## src/rtl/nn_pkg.sv

```systemverilog
// Shared constants and types for the float32 network layers.
// Activation mode encodings, common float constants and the hidden-layer FSM states.
package nn_pkg;

    localparam logic [1:0] ACT_SIGMOID = 2'd0;
    localparam logic [1:0] ACT_RELU    = 2'd1;
    localparam logic [1:0] ACT_IDENT   = 2'd2;
    localparam logic [1:0] ACT_RSVD    = 2'd3;

    localparam logic [31:0] FP_ZERO = 32'h00000000;
    localparam logic [31:0] FP_HALF = 32'h3F000000;
    localparam logic [31:0] FP_ONE  = 32'h3F800000;

    typedef enum logic [1:0] {
        IDLE  = 2'd0,
        RUN   = 2'd1,
        DRAIN = 2'd2,
        DONE  = 2'd3
    } hid_state_e;

endpackage

```

## src/rtl/act_unit.sv

```systemverilog
// Combinational float32 activation: piecewise-linear sigmoid, ReLU sign gate or identity.
// The sigmoid works on |x| in Q3.16 fixed point and mirrors around 0.5 for negative inputs.
module act_unit
    import nn_pkg::*;
(
    input  logic [1:0]  mode,
    input  logic [31:0] x,
    output logic [31:0] y
);

    logic [7:0]  x_exp;
    logic [23:0] mant;
    logic [18:0] fix;
    logic [16:0] mag;
    logic [16:0] sig_q;
    logic [4:0]  lead;
    logic [22:0] frac;
    logic [31:0] sig_y;

    assign x_exp = x[30:23];
    assign mant  = {1'b1, x[22:0]};

    always_comb begin
        fix = '0;
        if (x_exp >= 8'd130) begin
            fix = 19'h7FFFF;
        end else if (x_exp >= 8'd110) begin
            fix = 19'(mant >> (8'd134 - x_exp));
        end

        // Segment breakpoints at 1.0, 2.375 and 5.0 in Q3.16.
        if (fix >= 19'd327680) begin
            mag = 17'h10000;
        end else if (fix >= 19'd155648) begin
            mag = 17'(fix >> 5) + 17'd55296;
        end else if (fix >= 19'd65536) begin
            mag = 17'(fix >> 3) + 17'd40960;
        end else begin
            mag = 17'(fix >> 2) + 17'd32768;
        end

        sig_q = x[31] ? (17'h10000 - mag) : mag;

        lead = '0;
        for (int i = 0; i < 17; i++) begin
            if (sig_q[i]) lead = 5'(i);
        end

        frac  = {6'b0, sig_q} << (5'd23 - lead);
        sig_y = FP_ZERO;
        if (sig_q != '0) begin
            sig_y = {1'b0, 8'(8'd111 + {3'b0, lead}), frac};
        end

        case (mode)
            ACT_SIGMOID: y = sig_y;
            ACT_RELU:    y = x[31] ? FP_ZERO : x;
            default:     y = x;
        endcase
    end

endmodule

```

## src/rtl/hidden_act_layer.sv

```systemverilog
// Hidden-layer activation stage: activates one channel per cycle through a shared act_unit
// and keeps the last completed vector in a back-pass store for the backpropagation logic.
module hidden_act_layer
    import nn_pkg::*;
#(
    parameter int N_CH = 4,
    parameter int FP_W = 32
) (
    input  logic                              clk,
    input  logic                              rst_n,
    input  logic                              in_valid,
    output logic                              in_ready,
    input  logic [N_CH*FP_W-1:0]              in_sum,
    input  logic [1:0]                        act_mode,
    output logic                              out_valid,
    input  logic                              out_ready,
    output logic [N_CH*FP_W-1:0]              out_data,
    output logic                              busy,
    input  logic                              bk_rd_en,
    input  logic [((N_CH > 1) ? $clog2(N_CH) : 1)-1:0] bk_addr,
    output logic [FP_W-1:0]                   bk_data,
    output logic                              bk_valid
);

    localparam int AW = (N_CH > 1) ? $clog2(N_CH) : 1;

    hid_state_e    state, state_nxt;
    logic [AW-1:0] cnt;
    logic [AW-1:0] ch_q;
    logic [1:0]    mode_q;
    logic [FP_W-1:0] x_q;
    logic          x_vld;
    logic [FP_W-1:0] act_y;
    logic          last_ch;
    logic [FP_W-1:0] sum_buf [N_CH];
    logic [FP_W-1:0] result  [N_CH];
    logic [FP_W-1:0] store   [N_CH];

    assign last_ch = (cnt == AW'(N_CH - 1));

    act_unit u_act (
        .mode (mode_q),
        .x    (x_q),
        .y    (act_y)
    );

    always_ff @(posedge clk or negedge rst_n) begin
        if (!rst_n) state <= IDLE;
        else        state <= state_nxt;
    end

    always_comb begin
        state_nxt = state;
        in_ready  = 1'b0;
        out_valid = 1'b0;
        busy      = 1'b1;
        case (state)
            IDLE: begin
                in_ready = 1'b1;
                busy     = 1'b0;
                if (in_valid) state_nxt = RUN;
            end
            RUN:   if (last_ch) state_nxt = DRAIN;
            DRAIN: state_nxt = DONE;
            DONE: begin
                out_valid = 1'b1;
                if (out_ready) state_nxt = IDLE;
            end
            default: state_nxt = IDLE;
        endcase
    end

    // Issue stage registers one channel per RUN cycle; the write lands one edge later.
    always_ff @(posedge clk or negedge rst_n) begin
        if (!rst_n) begin
            cnt    <= '0;
            ch_q   <= '0;
            mode_q <= ACT_SIGMOID;
            x_q    <= '0;
            x_vld  <= 1'b0;
            for (int i = 0; i < N_CH; i++) begin
                sum_buf[i] <= '0;
                result[i]  <= '0;
                store[i]   <= '0;
            end
        end else begin
            x_vld <= (state == RUN);
            if (state == IDLE && in_valid) begin
                for (int i = 0; i < N_CH; i++) begin
                    sum_buf[i] <= in_sum[FP_W*i +: FP_W];
                end
                mode_q <= act_mode;
                cnt    <= '0;
            end
            if (state == RUN) begin
                x_q  <= sum_buf[cnt];
                ch_q <= cnt;
                cnt  <= last_ch ? '0 : cnt + AW'(1);
            end
            if (x_vld) begin
                result[ch_q] <= act_y;
            end
            if (state == DRAIN) begin
                for (int i = 0; i < N_CH; i++) begin
                    store[i] <= (x_vld && ch_q == AW'(i)) ? act_y : result[i];
                end
            end
        end
    end

    // Back-pass reads see the store as it was before any same-edge commit.
    always_ff @(posedge clk or negedge rst_n) begin
        if (!rst_n) begin
            bk_data  <= '0;
            bk_valid <= 1'b0;
        end else begin
            bk_valid <= bk_rd_en;
            if (bk_rd_en) begin
                bk_data <= ({1'b0, bk_addr} < (AW+1)'(N_CH)) ? store[bk_addr] : FP_ZERO;
            end
        end
    end

    always_comb begin
        out_data = '0;
        for (int i = 0; i < N_CH; i++) begin
            out_data[FP_W*i +: FP_W] = result[i];
        end
    end

endmodule

```

## config.mk

```make
export PLATFORM = sky130hd
export DESIGN_NAME = hidden_act_layer
export DESIGN_NICKNAME = d
export VERILOG_FILES = /design/src/rtl/nn_pkg.sv /design/src/rtl/act_unit.sv /design/src/rtl/hidden_act_layer.sv
export SDC_FILE = /design/constraint.sdc
export NUM_CORES = 1
export LEC_CHECK = 0
export ABC_AREA = 1
export CAP_MARGIN = 10
export CORE_MARGIN = 2
export CORE_UTILIZATION = 51
export DETAILED_ROUTE_END_ITERATION = 10
export PLACE_DENSITY = 0.79
export SYNTH_ARGS = -nofsm -noshare
export SYNTH_HDL_FRONTEND = slang
export SYNTH_SLANG_ARGS = --single-unit
```

## constraint.sdc

```tcl
create_clock -name clk -period 6.24 [get_ports clk]
set_input_delay 0.624 -clock clk [delete_from_list [all_inputs] [get_ports clk]]
set_output_delay 0.624 -clock clk [all_outputs]
set_load 0.005 [all_outputs]
```

==> reports/qor.txt, run 1 <==
outcome: finished, final reports clean
DR vias/cell: 5.757
Worst Tran Pin Value: 1.158 ns
Yosys cell types: 47
FP Rows: 77
reg2reg end: store[27]
Die Y: 216.7 um
cts bufs inserted: 47
final wirelength: 71670 um
Area Overhead vs Synth: 24.60%
initial DRC count: 1980
layout cells sized above 1: 15.75%
Final Hold Vio Count: 0
R2R depth: 39
area of the core: 0.04441 mm2
GRT overflow: 0
placer congestion estimate: 0.9674
Post-synth EDFFs: 0
sequential area share after synthesis: 49.66%
Util after Layout: 64.75%
Final nets: 3164
I/O pins: 301
Inserted Diodes: 0
Total Routing Usage GR: 30.05%
clk sink count: 458
post-route ant nets: 0
TritonCTS clock tree: yes
ys async rst share: 100.0%
Yosys top cell area share: 49.66%
DR pass1 iterations: 5
# port buffers: 300
final cycle utilization of the critical path: 93.46%
Synth Register Bits: 458
max-capacitance violation count: 0
Reg2Reg Setup Slack: 0.41 ns
worst-skew pair later-pin latency: 0.60 ns
post-synth net total: 2896
Slew Viols, Final: 0
Post-Synthesis Cells: 2743
CP Buf/Inv Count: 6
mapped cell area: 0.02308 mm2
most frequent cells in the layout: nand2_1 (655), dfrtp_1 (456), nand3_1 (316), clkdlybuf4s50_1 (296), nor2_1 (243)
Worst Hold Class: input port to async pin
clock skew: 0.02381 ns
Starting Density: 51.96%
CP Capture Type: flop
slew margin rel.: 22.83%
area of the die: 0.04697 mm2
# hold bufs at CTS: 0
CTS root buf: clkbuf_16
top cells by area, synth: dfrtp_1 (50%), nand2_1 (11%), nand3_1 (7.2%)
first-pass GRT wire length: 111300 um
CP max stage cell: dfrtp_1
DR WL/cell: 19.70 um
hold_ws: 0.02287 ns
Fillers: 3672
Final Critical Period: 5.832 ns
delay of the slowest critical-path stage: 0.42 ns
WP depth: 39
Worst Path Max Fanout: 16
Die Width: 216.7 um
Crit path max-delay family: simple AND/OR/NAND/NOR gates
FMAX: 0.1715 GHz
pin count of the biggest net entering global routing: 167
non-filler instance count after layout: 3639
routed vias: 20950
clock slew at reported path FFs: 0.06 ns
Most used DFF post-synth: dfrtp_1
Max Buffers Root-to-Sink: 3
DP HPWL: 49650 um
most used cell, CP: nand2_1
Placed Cells incl. Taps: 3526
Synth Area per Inst: 8.414 um2
origin of the critical flop-to-flop path: x_q[23]
synth warn: 0
most common cell after layout, fill and taps aside: nand2_1
Final Setup Violations: 0
vias in the first global route: 20350
Setup crit start kind: flop
DRC: 0
initial antenna violation count: 5
CP required: 6.67 ns
Crit Path Class: flop to flop
area leader, netlist: dfrtp_1
H-tree levels: 2
CP Data Arrival Time: 6.26 ns
RSZ-0062 raised after global routing: true
-- cell usage after synthesis (17+ instances only) --
cell	count
and2_1	56
mux2_2	130
o21ai_1	34
clkbuf_1	118
inv_1	107
a21oi_1	60
nand2_1	673
nand3_1	333
nor2_1	246
or2_2	56
o21ai_0	177
dfrtp_1	458
nor3_1	20
a31oi_1	60
buf_1	17
o211ai_1	41
-- cell type report --
type / count / area, um2 / share of cell area [%]
clock buffer: 68 / 1345 / 4.677
clock inverter: 17 / 214.0 / 0.7440
inverter: 132 / 510.5 / 1.775
multi-input combinational: 1999 / 10870 / 37.79
sequential: 458 / 11460 / 39.86
tap: 592 / 740.7 / 2.576
timing repair buffer: 372 / 3610 / 12.55
timing repair inverter: 1 / 5.005 / 0.01740
-- registers in the layout, indices dropped and copies added, names as in the netlist --
name	flops
out_data	128
store	128
sum_buf	128
bk_data	32
x_q	32
ch_q	2
cnt	2
mode_q	2
state	2
bk_valid	1
x_vld	1
-- worst max path at each step --
stage | start | end | slack (ns)
2_1_floorplan | x_q[23] | store[89] | 0.12
3_3_place_gp | x_q[23] | store[56] | 0.16
3_5_place_dp | x_q[24] | store[56] | -0.008
4_1_cts | x_q[24] | store[56] | 0.008
5_1_grt | x_q[23] | store[91] | -0.07
6_report | x_q[23] | store[27] | 0.41
-- timing repair --
item / 4_1_cts / 5_1_grt
setup endpoints to repair: 1 / 184
cloned: 0 / 6
gates resized for setup: 1 / 94
pin swaps: 0 / 19
buffers inserted: 0 / 22
-- cells by family after synthesis --
family                   synth area share, %
XOR/XNOR                              0.5639
flip-flops                             49.66
AND/OR/NAND/NOR                        27.70
AO/OA/AOI/OAI                          9.694
buffers and inverters                  5.172
adder cells (fa/ha/maj)               0.8674
multiplexers                           6.343
-- worst register-to-register path: cells and delay by family, from the launching register on --
family                     cells  cell delay (ns)
xor gates and xnor gates       1             0.25
DFF                            1             0.42
buffers and inverters          6             0.75
adders and majority gates      1             0.24
and+or+nand+nor               28             3.55
AOI/OAI and AO/OA              3             0.46
-- routing by layer --
layer | wire (um) | GRT usage [%]
met5 | 60 | 0
met2 | 33950 | 48.99
met1 | 29850 | 40.62
met4 | 2382 | 10.27
met3 | 5423 | 5.432
-- per-stage QoR --
| stage | worst slack, ns | cell area [um2] | TNS, ns |
|---|---|---|---|
| after floorplan | 0.1169 | 23080 | 0 |
| after global placement | 0.1585 | 26570 | 0 |
| after detailed placement | -0.008408 | 26570 | -0.008408 |
| after CTS | 0.008419 | 28130 | 0 |
| after global routing | -0.06576 | 28760 | -1.483 |
| final | 0.4082 | 28760 | 0 |
Power of run 1 is left out: the tool's default activity adds up to more than one toggle a clock period on the data nets, which glitch-free logic cannot reach.
==> inputs of run 2 (changes only) <==
--- a/config.mk
+++ b/config.mk
@@ -7,10 +7,12 @@
 export LEC_CHECK = 0
 export ABC_AREA = 1
 export CAP_MARGIN = 10
+export CORE_ASPECT_RATIO = 1.2
 export CORE_MARGIN = 2
-export CORE_UTILIZATION = 51
+export CORE_UTILIZATION = 36
 export DETAILED_ROUTE_END_ITERATION = 10
-export PLACE_DENSITY = 0.79
+export PLACE_DENSITY = 0.59
+export SETUP_SLACK_MARGIN = 0.3
 export SYNTH_ARGS = -nofsm -noshare
 export SYNTH_HDL_FRONTEND = slang
 export SYNTH_SLANG_ARGS = --single-unit
==> run 2 against run 1 <==
Compared with the run above:
- the flow now finishes with violations (max-capacitance violations, max-slew violations)
- sequential share of layout area decreased by 2.1 points
- first-iteration DRC count fell by 27%
- cell area is 5.4% higher
- clock skew increased by 0.0073 ns
- highest routed layer is now met4
- via count shrank 1.7%
- global-route usage fell by 7.3 points
- clock-buffer cell count rose by 2
- final cell count is 7.4% higher
- sequential cell count unchanged
- critical path depth up 3
==> reports/qor.txt, run 2 (same netlist as run 1, synthesis figures left out) <==
Final Critical Period: 5.724 ns (-0.1076 ns)
Slew Viols, Final: 7 (+7)
Crit path max-delay family: simple AND/OR/NAND/NOR gates
Final Setup Violations: 0 (unchanged)
slew margin rel.: -3.545% (-26 points)
worst-skew pair later-pin latency: 0.61 ns (about the same)
Final Hold Vio Count: 0 (unchanged)
Die Y: 281.4 um (+30%)
GRT overflow: 0 (unchanged)
Worst Tran Pin Value: 1.547 ns (+0.3898 ns)
initial antenna violation count: 0 (-5)
Inserted Diodes: 0 (unchanged)
CP Data Arrival Time: 6.22 ns (-0.04 ns)
cts bufs inserted: 47 (unchanged)
failing checks: max-capacitance violations, max-slew violations
initial DRC count: 1443 (-27%)
H-tree levels: 2 (unchanged)
final wirelength: 77380 um (+8.0%)
hold_ws: 0.003264 ns (-0.01960 ns)
clock skew: 0.03110 ns (+0.007290 ns)
area of the die: 0.06616 mm2 (+41%)
FP Rows: 101 (+31%)
post-route ant nets: 0 (unchanged)
CTS root buf: clkbuf_16
delay of the slowest critical-path stage: 0.45 ns (+0.03 ns)
Starting Density: 36.45% (-16 points)
vias in the first global route: 20340 (-0.069%)
Max Buffers Root-to-Sink: 3 (unchanged)
most frequent cells in the layout: nand2_1 (612), dfrtp_1 (454), clkdlybuf4s50_1 (296), nand3_1 (250), nor2_1 (236)
Crit Path Class: flop to flop
Area Overhead vs Synth: 31.39%
clk sink count: 458 (unchanged)
I/O pins: 301 (unchanged)
layout cells sized above 1: 21.21% (+5.5 points)
pre-CTS setup slack: 0.05698 ns (+0.06539 ns)
routed vias: 20590 (-1.7%)
final cycle utilization of the critical path: 91.73% (-1.7 points)
most common cell after layout, fill and taps aside: nand2_1
Final nets: 3201 (+1.2%)
CP required: 6.73 ns (+0.06 ns)
Worst Hold Class: input port to async pin
DR vias/cell: 5.271 (-8.4%)
FMAX: 0.1747 GHz (+1.9%)
RSZ-0062 raised after global routing: true
clock slew at reported path FFs: 0.06 ns (about the same)
Total Routing Usage GR: 22.76% (-7.3 points)
first-pass GRT wire length: 119300 um (+7.2%)
outcome: finished, violations left
Die Width: 235.1 um (+8.5%)
CP Buf/Inv Count: 12 (+6)
non-filler instance count after layout: 3907 (+7.4%)
sequential cell area: 0.01147 mm2 (about the same)
# port buffers: 300 (unchanged)
post-route setup TNS: 0 ns (unchanged)
worst setup margin: 0.5158 ns (+0.1076 ns)
Placed Cells incl. Taps: 3764 (+6.7%)
DP HPWL: 53650 um (+8.0%)
area of the multi-input gates: 0.01161 mm2 (+6.8%)
Fillers: 6016 (+64%)
DRC: 0 (unchanged)
CP max stage cell: dfrtp_2
Worst Path Max Fanout: 16 (unchanged)
TritonCTS clock tree: yes
max-capacitance violation count: 1 (+1)
CP Capture Type: flop
placer congestion estimate: 0.8899 (-8.0%)
most used cell, CP: nand3_1
Setup crit start kind: flop
DR pass1 iterations: 5 (unchanged)
pin count of the biggest net entering global routing: 160 (-4.2%)
DR WL/cell: 19.81 um (+0.56%)
area of the core: 0.06331 mm2 (+43%)
# hold bufs at CTS: 0 (unchanged)
==> run 2: final cells by class <==
class,instances,share of cell area (%)
Tap cell,824,3.400
Timing Repair Buffer,412,13.43
Inverter,132,1.745
Clock inverter,14,0.9078
Multi-Input combinational cell,1997,38.28
Sequential cell,458,37.81
Clock buffer,70,4.427
==> run 2: final timing paths <==
path | startpoint | cells past startpoint | to | slack (ns)
min in group clk | store[126] | 2 | store[126] | 0.48
worst min-delay path | rst_n | 1 | sum_buf[91] | 0.003
max in group asynchronous | rst_n | 2 | store[53] | 4.93
worst max-delay path | x_q[23] | 42 | store[20] | 0.52
worst max register to register | x_q[23] | 42 | store[20] | 0.52
worst min register to register | store[126] | 2 | store[126] | 0.48
==> run 2: repair_timing <==
| action | in CTS | in global routing |
|---|---|---|
| hold endpoints to repair | 0 | 0 |
| gates cloned | 0 | 3 |
| gates resized for setup | 30 | 266 |
| pin swaps | 5 | 80 |
| endpoints found under the setup margin | 143 | 184 |
| setup buffers | 3 | 53 |
==> run 2: layer usage <==
| layer | routed length (um) | global-route usage, % | up-vias | part of all wire (%) |
|---|---|---|---|---|
| met3 | 3514 | 3.123 | 97 | 4.5 |
| li1 | - | - | 9742 | - |
| met5 | 0 | 0 | - | 0 |
| met1 | 33920 | 30.57 | 10170 | 44 |
| met2 | 38230 | 38.94 | 589 | 49 |
| met4 | 1726 | 5.518 | 0 | 2.2 |
==> run 2: metrics by stage <==
stage | util (%) | area, um2
after floorplan | - | 23080
after global placement | 42.57 | 26950
after detailed placement | 42.57 | 26950
after CTS | 45.37 | 28730
after global routing | 47.89 | 30320
final | 47.89 | 30320
Power of run 2 is left out for the same reason.
